===== config.mk =====
export PLATFORM = sky130hd
export DESIGN_NAME = card_display_mux
export DESIGN_NICKNAME = d
export VERILOG_FILES = /design/src/rtl/card_display_mux.sv
export SDC_FILE = /design/constraint.sdc
export NUM_CORES = 1
export LEC_CHECK = 0
export CORE_ASPECT_RATIO = 0.5
export CORE_MARGIN = 4
export CORE_UTILIZATION = 52
export CTS_CLUSTER_SIZE = 30
export DETAILED_ROUTE_END_ITERATION = 7
export PLACE_DENSITY = 0.83
export SYNTH_ARGS = -nofsm -noshare
export SYNTH_HDL_FRONTEND = slang
export SYNTH_SLANG_ARGS = --single-unit

===== constraint.sdc =====
create_clock -name clk_in -period 2.65 [get_ports clk_in]
set_input_delay 0.53 -clock clk_in [delete_from_list [all_inputs] [get_ports clk_in]]
set_output_delay 0.53 -clock clk_in [all_outputs]
set_load 0.02 [all_outputs]

===== src/rtl/card_display_mux.sv =====
// card_display_mux: time-multiplexed seven-segment driver for the card table.
// Each card uses two digits: rank glyph on digit 2k and suit glyph on digit 2k+1.
// Card data is double-buffered. The display reads only the shadow registers,
// which load_in fills. Each card has its own valid (blanking) bit and blink bit.
// cat_out and an_out are registered and have one cycle of latency.
module card_display_mux #(
    parameter int NUM_CARDS    = 4,
    parameter int COUNT_PERIOD = 100000,
    parameter int BLINK_PERIOD = 25000000
) (
    input  logic                     clk_in,
    input  logic                     rst_in,
    input  logic [6*NUM_CARDS-1:0]   cards_in,
    input  logic [NUM_CARDS-1:0]     valid_in,
    input  logic [NUM_CARDS-1:0]     blink_in,
    input  logic                     load_in,
    output logic [6:0]               cat_out,
    output logic [2*NUM_CARDS-1:0]   an_out
);

    localparam int NUM_DIGITS = 2 * NUM_CARDS;
    localparam int IDX_W      = $clog2(NUM_DIGITS);
    localparam int REF_W      = $clog2(COUNT_PERIOD);
    localparam int BLK_W      = $clog2(BLINK_PERIOD);

    localparam logic [REF_W-1:0] REF_LAST = REF_W'(COUNT_PERIOD - 1);
    localparam logic [BLK_W-1:0] BLK_LAST = BLK_W'(BLINK_PERIOD - 1);
    localparam logic [IDX_W-1:0] IDX_LAST = IDX_W'(NUM_DIGITS - 1);

    logic [6*NUM_CARDS-1:0] shadow_cards;
    logic [NUM_CARDS-1:0]   shadow_valid;
    logic [NUM_CARDS-1:0]   shadow_blink;
    logic [REF_W-1:0]       refresh_cnt;
    logic [IDX_W-1:0]       digit_idx;
    logic [BLK_W-1:0]       blink_cnt;
    logic                   blink_phase;
    logic [6:0]             cat_next;
    logic [NUM_DIGITS-1:0]  an_next;

    // Rank glyph, active-high {g..a}. Ranks 0, 14 and 15 show a dash.
    function automatic logic [6:0] rank_glyph(input logic [3:0] rank);
        case (rank)
            4'd1:    rank_glyph = 7'b1110111;
            4'd2:    rank_glyph = 7'b1011011;
            4'd3:    rank_glyph = 7'b1001111;
            4'd4:    rank_glyph = 7'b1100110;
            4'd5:    rank_glyph = 7'b1101101;
            4'd6:    rank_glyph = 7'b1111101;
            4'd7:    rank_glyph = 7'b0000111;
            4'd8:    rank_glyph = 7'b1111111;
            4'd9:    rank_glyph = 7'b1101111;
            4'd10:   rank_glyph = 7'b1111000;
            4'd11:   rank_glyph = 7'b0011110;
            4'd12:   rank_glyph = 7'b1100111;
            4'd13:   rank_glyph = 7'b1110110;
            default: rank_glyph = 7'b1000000;
        endcase
    endfunction

    // Suit glyph, active-high {g..a}: diamond, heart, club, spade.
    function automatic logic [6:0] suit_glyph(input logic [1:0] suit);
        case (suit)
            2'b00:   suit_glyph = 7'b1011110;
            2'b01:   suit_glyph = 7'b1110100;
            2'b10:   suit_glyph = 7'b0111001;
            default: suit_glyph = 7'b1101101;
        endcase
    endfunction

    // Shadow registers: capture the live card inputs on a load strobe.
    always_ff @(posedge clk_in) begin
        // NOTE: non-blocking assignments for all state, so every register samples pre-edge values.
        if (rst_in) begin
            shadow_cards <= '0;
            shadow_valid <= '0;
            shadow_blink <= '0;
        end else if (load_in) begin
            shadow_cards <= cards_in;
            shadow_valid <= valid_in;
            shadow_blink <= blink_in;
        end
    end

    // Scan: hold each digit for COUNT_PERIOD cycles, then advance and wrap.
    always_ff @(posedge clk_in) begin
        if (rst_in) begin
            refresh_cnt <= '0;
            digit_idx   <= '0;
        end else if (refresh_cnt == REF_LAST) begin
            refresh_cnt <= '0;
            digit_idx   <= (digit_idx == IDX_LAST) ? '0 : digit_idx + IDX_W'(1);
        end else begin
            refresh_cnt <= refresh_cnt + REF_W'(1);
        end
    end

    // Blink timebase: toggle the phase every BLINK_PERIOD cycles, independent of the scan.
    always_ff @(posedge clk_in) begin
        if (rst_in) begin
            blink_cnt   <= '0;
            blink_phase <= 1'b0;
        end else if (blink_cnt == BLK_LAST) begin
            blink_cnt   <= '0;
            blink_phase <= ~blink_phase;
        end else begin
            blink_cnt <= blink_cnt + BLK_W'(1);
        end
    end

    // Cathode/anode decode for the current digit. Priority: invalid > blink-off > glyph.
    always_comb begin
        // NOTE: defaults come first so every path assigns both outputs, which avoids inferred latches.
        cat_next = 7'h7F;
        an_next  = ~(NUM_DIGITS'(1) << digit_idx);
        for (int k = 0; k < NUM_CARDS; k++) begin
            if (digit_idx == IDX_W'(2 * k) || digit_idx == IDX_W'(2 * k + 1)) begin
                if (!shadow_valid[k]) begin
                    cat_next = 7'h7F;
                end else if (blink_phase && shadow_blink[k]) begin
                    cat_next = 7'h7F;
                end else if (digit_idx[0]) begin
                    cat_next = ~suit_glyph(shadow_cards[6 * k +: 2]);
                end else begin
                    cat_next = ~rank_glyph(shadow_cards[6 * k + 2 +: 4]);
                end
            end
        end
    end

    // Output registers: one cycle of latency from the digit index and shadow state.
    always_ff @(posedge clk_in) begin
        if (rst_in) begin
            cat_out <= 7'h7F;
            an_out  <= '1;
        end else begin
            cat_out <= cat_next;
            an_out  <= an_next;
        end
    end

endmodule


==> results of run 1 <==
placed cells by master (no fill, tap or decap), drive strengths merged, types with 4 or more instances in the layout:
master and count:
o21bai 4, ha 36, bufinv 6, or2 8
dfxtp 121, buf 18, mux2 6, and4 5
a21oi 31, nand2 42, a31oi 5, xor2 13
nor4 5, nand3b 7, mux2i 48, nor3 13
a211oi 4, clkinv 6, mux4 4, nand3 20
nor3b 4, o221ai 6, o31ai 14, xnor2 14
nor2 70, nand4 17, clkbuf 18, o21ai 19
or3 14, or4 10, clkdlybuf4s50 47, inv 28
cell families (layout without fill, tap and decap cells):
family	Yosys count	count (layout)	share of synthesized area
adders and majority gates	36	36	0.0770
buffers and inverters	60	126	0.0447
muxes	58	58	0.109
xor gates and xnor gates	27	27	0.0404
and+or+nand+nor	230	230	0.204
DFF	121	121	0.414
AOI/OAI and AO/OA	101	101	0.111
routing by layer:
layer / global-route usage / share of wire
met1: 0.272 / 0.46
met3: 0.0619 / 0.053
met2: 0.321 / 0.47
met4: 0.0619 / 0.014
met5: 0 / 0
power groups by stage:
stage / Sequential [mW] / Clock [mW] / Combinational (mW)
after floorplan: 1.99 / 0 / 0.270
after global placement: 2.00 / 0 / 0.395
after detailed placement: 2.00 / 0 / 0.409
after CTS: 1.96 / 2.68 / 0.418
after global routing: 1.97 / 2.78 / 0.464
final: 1.96 / 2.65 / 0.420
cell type report:
class | instances | area [um2]
clock inverter | 14 | 243
sequential | 121 | 2420
fill | 823 | 3800
multi-input combinational | 452 | 3170
tap | 145 | 181
clock buffer | 18 | 439
inverter | 29 | 109
timing repair buffer | 65 | 613
worst paths after layout:
| path | slack (ns) | endpoint |
|---|---|---|
| worst max-delay path | 0.34 | cat_out[4]$_SDFF_PP1_ |
| worst min-delay path | 0.43 | blink_cnt[0]$_SDFF_PP0_ |
| worst max register to register | 0.34 | cat_out[4]$_SDFF_PP1_ |
| worst min register to register | 0.43 | blink_cnt[0]$_SDFF_PP0_ |
per-stage QoR:
| stage | power [mW] | util | instance area (um2) |
|---|---|---|---|
| floorplan | 2.26 | - | 5850 |
| global placement | 2.39 | 0.592 | 6500 |
| detailed placement | 2.41 | 0.592 | 6500 |
| CTS | 5.07 | 0.654 | 7180 |
| global route | 5.21 | 0.654 | 7180 |
| finish | 5.03 | 0.654 | 7180 |
==> results list, run 1 <==
* Maximum Capacitance Violations: 0
* DRC errors left: 0
* Setup Fix Bufs, Post-CTS: 0
* Ranking of synthesized cells by area: dfxtp_1 41%, mux2i_1 8.2%, ha_1 7.7%
- The worst register-to-register path begins at digit_idx[0]$_SDFFE_PP0N_.
* Die height: 83.0 um
- Setup repair after global routing left no endpoint under its margin.
* Data required time of the critical path: 2.94 ns
- Startpoint of the tightest hold check path: blink_cnt[0]$_SDFF_PP0_
* Maximum clock frequency: 434 MHz
* Worst setup startpoint: digit_idx[0]$_SDFFE_PP0N_
- Minimum hold slack: 0.432 ns
* Synthesis warning total: 0
- For this design the ratio of total power to cell area is 701 mW/mm2.
- Cell at the root of the clock tree: clkbuf_16
* Vias per cell: 5.68
* Proportion of netlist area held by the largest area contributor: 0.414
* CTS tree: built
- In this run the power spent charging and discharging nets is 1.12 mW.
* Final Hold Viols: 0
- Cell internal power was estimated by the tool at 3.91 mW.
* Average cell area after synthesis: 9.24 um2
- Together, buffers and inverters on the worst path number 1.
* X dimension of the die: 158 um
- In this run, distinct cell masters in the synthesized netlist total 52.
- Number of I/O port buffers: 49
- Placement row count: 27
* Slowest cell on crit path: nor4b_1
- Gpl congestion: 0.893
- The share of total power dissipated in the clock network is 0.526.
- In the final layout, the share of cells above drive strength 1 is 0.106.
* Number of failing setup endpoints in the final timing report: 0
- Via count of the first global-routing pass: 4499
- Worst slack, placed: 0.231 ns
- STA classifies the critical path startpoint as a flop.
- The net count of the finished layout is 757.
* Status: finished clean
- Pin placement for this block handled 50 I/O pins.
- The share of total power dissipated in combinational logic is 0.083.
- Cell accounting for the most synthesized area: dfxtp_1
* Count of TritonRoute iterations in the first routing pass: 5
- Vias after detailed routing: 4792
- After global routing the overflow that remains totals 0.
* Largest net degree at the start of global routing: 42
- First-pass GRT wire length: 21700 um
- The worst setup path is captured at a flop.
* Starting density of the core: 0.533
- The min-delay analysis places its worst path in the category reg -> reg.
* Crit-path max FO: 7
- Relative to the synthesized area, the layout overhead comes to 22.8%.
- The critical path crosses 6 cells after its start point.
- The core region is 0.0110 mm2.
- Of the synthesized area, sequential elements account for 0.414.
- The floorplan step defined a die boundary enclosing 0.0131 mm2.
* Sequential fraction of design power: 0.390
- Placed wire-length estimate after detailed placement: 8870 um
* Period utilization: 0.870
- In this run, synthesis produced a sequential element count of 121.
- In this run the static leakage power is 2.79 nW.
- In this run, synthesis inferred 0 flip-flops with an integrated enable.
* Total number of H-tree levels: 4
* Number of gates resized after cts: 0
- The number of antenna diodes in the final layout is 0.
* Clock skew after layout: 0.00546 ns
- Of all flip-flops after synthesis, the portion carrying an async set or reset was 0.
- Max IR drop VDD: 0.426 mV
- For the finished layout, the period the worst path requires is 2.31 ns.
* Maximum clock path buffer count: 2
- Total track usage: 0.205
* Hold buffer count at cts: 0
* Reg2reg path depth: 6
- After the first detailed-routing iteration, the DRC count stood at 307.
* Total placed cells including tap cells: 812
- Post-synthesis net count: 704
- The finished layout holds 844 standard cells, fillers aside.
- For this block, the routed nets add up to 12900 um of wire.
- Most numerous cell types in the synthesized netlist: 121 x dfxtp_1, 70 x nor2_1, 48 x mux2i_1, 42 x nand2_1, 36 x ha_1
- Clock-pin slew was measured on the worst setup and hold paths at 0.06 ns.
* Avg WL per Cell: 15.3 um
* Post-Syn Area: 0.00585 mm2
- TritonCTS created 17 clock buffers.
- Number of pins with negative max-slew slack in the final report: 0
- Traced cell by cell, the critical path runs through inv_1 -> ha_1 -> nor4b_1 -> nand2_1 -> o22ai_1 -> o31ai_1.
- The critical path is of the reg -> reg type.
- The initial antenna violation count was 0.
* Total number of clock tree sinks: 121
- The worst path meets setup with 0.345 ns of slack.
* Transition at the pin with the smallest max-transition slack: 0.722 ns
- Gate Count Post-Synth: 633
- Kind of cell adding the most delay to the critical path: simple AND/OR/NAND/NOR gates
* Ys flop type: dfxtp_1
- Data arrives at the worst endpoint at 2.59 ns.
- Largest stage delay, worst path: 0.68 ns
- For the worst-skew pair, the clock arrives at the later sink with an insertion delay of 0.41 ns.
* Proportion of total power due to net switching: 0.222
- Most common cell in the synthesized netlist: dfxtp_1
- The detail route stage leaves a number of antenna-violating nets equal to 0.
* Fin Setup TNS: 0 ns
- Number of cells on the worst hold path: 1
- In this run the tightest slew margin relative to its limit is 0.512.
Note: power is estimated with default switching activity, not from simulation.
==> inputs of run 2 (changes only) <==
CAP_MARGIN = 10   (was not set)
CORE_UTILIZATION = 58   (was 52)
PLACE_DENSITY = 0.87   (was 0.83)
clock period = 2.5 ns   (was 2.65 ns; I/O delays follow)
==> run 2 against run 1 <==
  * First-iteration DRC count up 33%
  * Final area is 1.2% lower
  * Die area shrank 9.6%
  * Combinational power grew 7.4%
  * Setup slack got worse by 0.057 ns
  * Largest cell class unchanged
  * Flip-flop and latch count unchanged
  * Critical path depth stayed put
  * Final cell count fell by 1.1%
  * Largest power group unchanged
  * Utilization grew 8.2 points
  * Worst hold slack gained 0.055 ns
  * Total power is essentially flat
  * Critical endpoint is now cat_out[6]$_SDFF_PP1_
==> results list, run 2 (synthesis results as in run 1) <==
* Initial antenna violation count: 0 (unchanged)
- The clock insertion delay at the later pin of the skew report was 0.42 ns (was 0.41 ns).
- The classification of the worst setup path is reg -> reg (unchanged).
* X dimension of the die: 150 um (was 158 um)
- Post-Route WL: 13800 um (was 12900 um)
- Crit-path max FO: 7 (unchanged)
* Maximum Capacitance Violations: 0 (unchanged)
* Total number of clock tree sinks: 121 (unchanged)
- Commonest non-fill, non-tap cells in the layout: 121 x dfxtp_1, 70 x nor2_1, 48 x mux2i_1 (unchanged)
- Largest net degree at the start of global routing: 43 (was 42)
- The data required time at the worst endpoint was 2.77 ns (was 2.94 ns).
- The HPWL after detailed placement is 8800 um (was 8870 um).
- The share of final-layout standard cells stronger than drive strength 1 came to 0.107 (was 0.106).
- The setup slack at placement was 0.107 ns (was 0.231 ns).
- The measured slew at the worst slew-check pin was 0.720 ns (was 0.722 ns).
- The cell at the root of the clock tree is clkbuf_16 (unchanged).
* Number of gates resized after cts: 0 (unchanged)
- The total leakage power came to 2.76 nW (was 2.79 nW).
- The H-tree depth was 4 (unchanged).
- The achievable clock frequency came to 452 MHz (was 434 MHz).
- Slew Limit Headroom: 0.516 (was 0.512)
* Total Die Area: 0.0118 mm2 (was 0.0131 mm2)
* Maximum clock path buffer count: 2 (unchanged)
- The commonest non-fill, non-tap cell in the layout was dfxtp_1 (unchanged).
- The count of cells along the worst register-to-register path came to 6 (unchanged).
- The area of all placed cells without fillers came to 0.00709 mm2 (was 0.00718 mm2).
- The area taken by multi-input logic gates came to 0.00316 mm2 (was 0.00317 mm2).
- Number of I/O port buffers: 49 (unchanged)
- Antenna viol nets, final: 0 (unchanged)
- List of cells traversed by the critical path: inv_1 -> ha_1 -> nor2b_1 -> o211ai_1 -> o311ai_0 -> nand4_1 (was inv_1 -> ha_1 -> nor4b_1 -> nand2_1 -> o22ai_1 -> o31ai_1).
- The area of all sequential standard cells was 0.00242 mm2 (unchanged).
- Status: finished clean (unchanged)
* First-pass GRT wire length: 23300 um (was 21700 um)
- Unrepaired setup endpoints after global routing: no (unchanged).
* Period utilization: 0.885 (was 0.870)
- Post-layout minimum cycle time: 2.21 ns (was 2.31 ns)
- Slowest cell on crit path: o311ai_0 (was nor4b_1)
* Area overhead of the layout relative to synthesis: 21.3% (was 22.8%)
* Total Nets Final: 759 (was 757)
- Count of TritonRoute iterations in the first routing pass: 5 (unchanged)
* CTS tree: built (unchanged)
- Starting density of the core: 0.607 (was 0.533)
- End of the worst hold path: shadow_cards[14]$_SDFFE_PP0P_ (was blink_cnt[0]$_SDFF_PP0_)
* Final Hold Viols: 0 (unchanged)
- The final design utilization was 0.736 (was 0.654).
- Element type at the critical path start: flop (unchanged)
- The detailed router's first-iteration violation count was 409 (was 307).
- I/O pin count: 50 (unchanged)
- Hold buffer count at cts: 0 (unchanged)
- CP Data Arrival Time: 2.48 ns (was 2.59 ns)
- The vertical die dimension is 79.0 um (was 83.0 um).
- Power, Total: 5.03 mW (about the same)
- The number of global-route vias before repair came to 4909 (was 4499).
- The critical path's largest stage delay came to 0.61 ns (was 0.68 ns).
- The vias per cell came to 5.98 (was 5.68).
- The final routed wire length divided by cell count came to 16.5 um (was 15.3 um).
- The TritonCTS buffer count is 17 (unchanged).
- Max IR drop VDD: 0.501 mV (was 0.426 mV)
* Placed cell area: 0.00649 mm2 (was 0.00650 mm2)
* Total track usage: 0.245 (was 0.205)
- The setup slack on the worst flop-to-flop path came to 0.29 ns (was 0.34 ns).
- Number of pins with negative max-slew slack in the final report: 0 (unchanged)
* Minimum hold slack: 0.488 ns (was 0.432 ns)
* Type of the most critical hold path: reg -> reg (unchanged)
- The worst reg2reg path endpoint is cat_out[6]$_SDFF_PP1_ (was cat_out[4]$_SDFF_PP1_).
- Vias after detailed routing: 4992 (was 4792)
* Clock skew after layout: 0.0106 ns (was 0.00546 ns)
- Total placed cells including tap cells: 804 (was 812)
- The count of standard-cell rows was 25 (was 27).
- The clock transition at the registers of the reported paths came to 0.05 ns (was 0.06 ns).
- The global placer's final weighted congestion was 0.954 (was 0.893).
- The sum of overflow across all layers after global routing was 0 (unchanged).
* Launch instance of the worst register-to-register path: digit_idx[0]$_SDFFE_PP0N_ (unchanged)
- The total power per unit cell area was 710 mW/mm2 (was 701 mW/mm2).
- Number of cells on the worst hold path: 2 (was 1)
* Count of buffering cells on the critical path with inverters included: 1 (unchanged)
- The beginning of the worst hold path is shadow_cards[14]$_SDFFE_PP0P_ (was blink_cnt[0]$_SDFF_PP0_).
- Kind of cell adding the most delay to the critical path: compound AO/OA/AOI/OAI gates (was simple AND/OR/NAND/NOR gates)
* Number of failing setup endpoints in the final timing report: 0 (unchanged)
* Non-filler cells in the finished layout: 835 (was 844)
* Fillers: 688 (was 823)
- CORE AREA: 0.00963 mm2 (was 0.0110 mm2)
* Fin Setup TNS: 0 ns (unchanged)
- The antenna diode count came to 0 (unchanged).
* Final worst-path setup slack: 0.288 ns (was 0.345 ns)
- DRC errors left: 0 (unchanged)
- Type of destination of the critical path: flop (unchanged)
- Setup Fix Bufs, Post-CTS: 0 (unchanged)
run 2: cell count changes in the layout (fill, tap and decap cells not counted), moves of 2 or more:
cell	previous run	this run
clkinv_2	1	4
buf_4	15	17
inv_6	2	0
bufinv_16	6	3
run 2: report_power, final:
| group | total (mW) | leakage, nW | switching, mW | internal (mW) |
|---|---|---|---|---|
| Combinational | 0.451 | 1.48 | 0.235 | 0.217 |
| Clock | 2.50 | 0.291 | 0.893 | 1.61 |
| Sequential | 2.08 | 0.992 | 0.0509 | 2.03 |
run 2: cell type report:
class                   instances  area share
clock inverters                12      0.0212
flip-flops and latches        121       0.341
inverters                      29      0.0153
repair buffers                 67      0.0885
well taps                     135      0.0238
multi-input cells             452       0.446
clock buffers                  19      0.0638
run 2: how the worst max path moves through the flow:
stage / from / to / slack (ns) / depth (start not counted)
after CTS: digit_idx[0]$_SDFFE_PP0N_ / cat_out[6]$_SDFF_PP1_ / 0.43 / 6
after global placement: cards_in[21] / flop / 0.19 / 8
after floorplan: load_in / flop / 0.004 / 8
final: digit_idx[0]$_SDFFE_PP0N_ / cat_out[6]$_SDFF_PP1_ / 0.29 / 6
after global routing: digit_idx[0]$_SDFFE_PP0N_ / cat_out[6]$_SDFF_PP1_ / 0.14 / 6
after detailed placement: cards_in[21] / flop / 0.11 / 8
run 2: per-layer routing:
layer / GRT usage / wire, um / up-vias
met1: 0.298 / 5980 / 2386
met4: 0.0995 / 276 / 0
met5: 0 / 0 / -
met2: 0.425 / 6680 / 198
met3: 0.0542 / 844 / 40
li1: - / - / 2368
run 2: worst register-to-register path, cell delays in order, from the launching register on:
cell	delay [ns]
dfxtp_1	0.34
inv_1	0.20
ha_1	0.34
nor2b_1	0.16
o211ai_1	0.26
o311ai_0	0.61
nand4_1	0.16
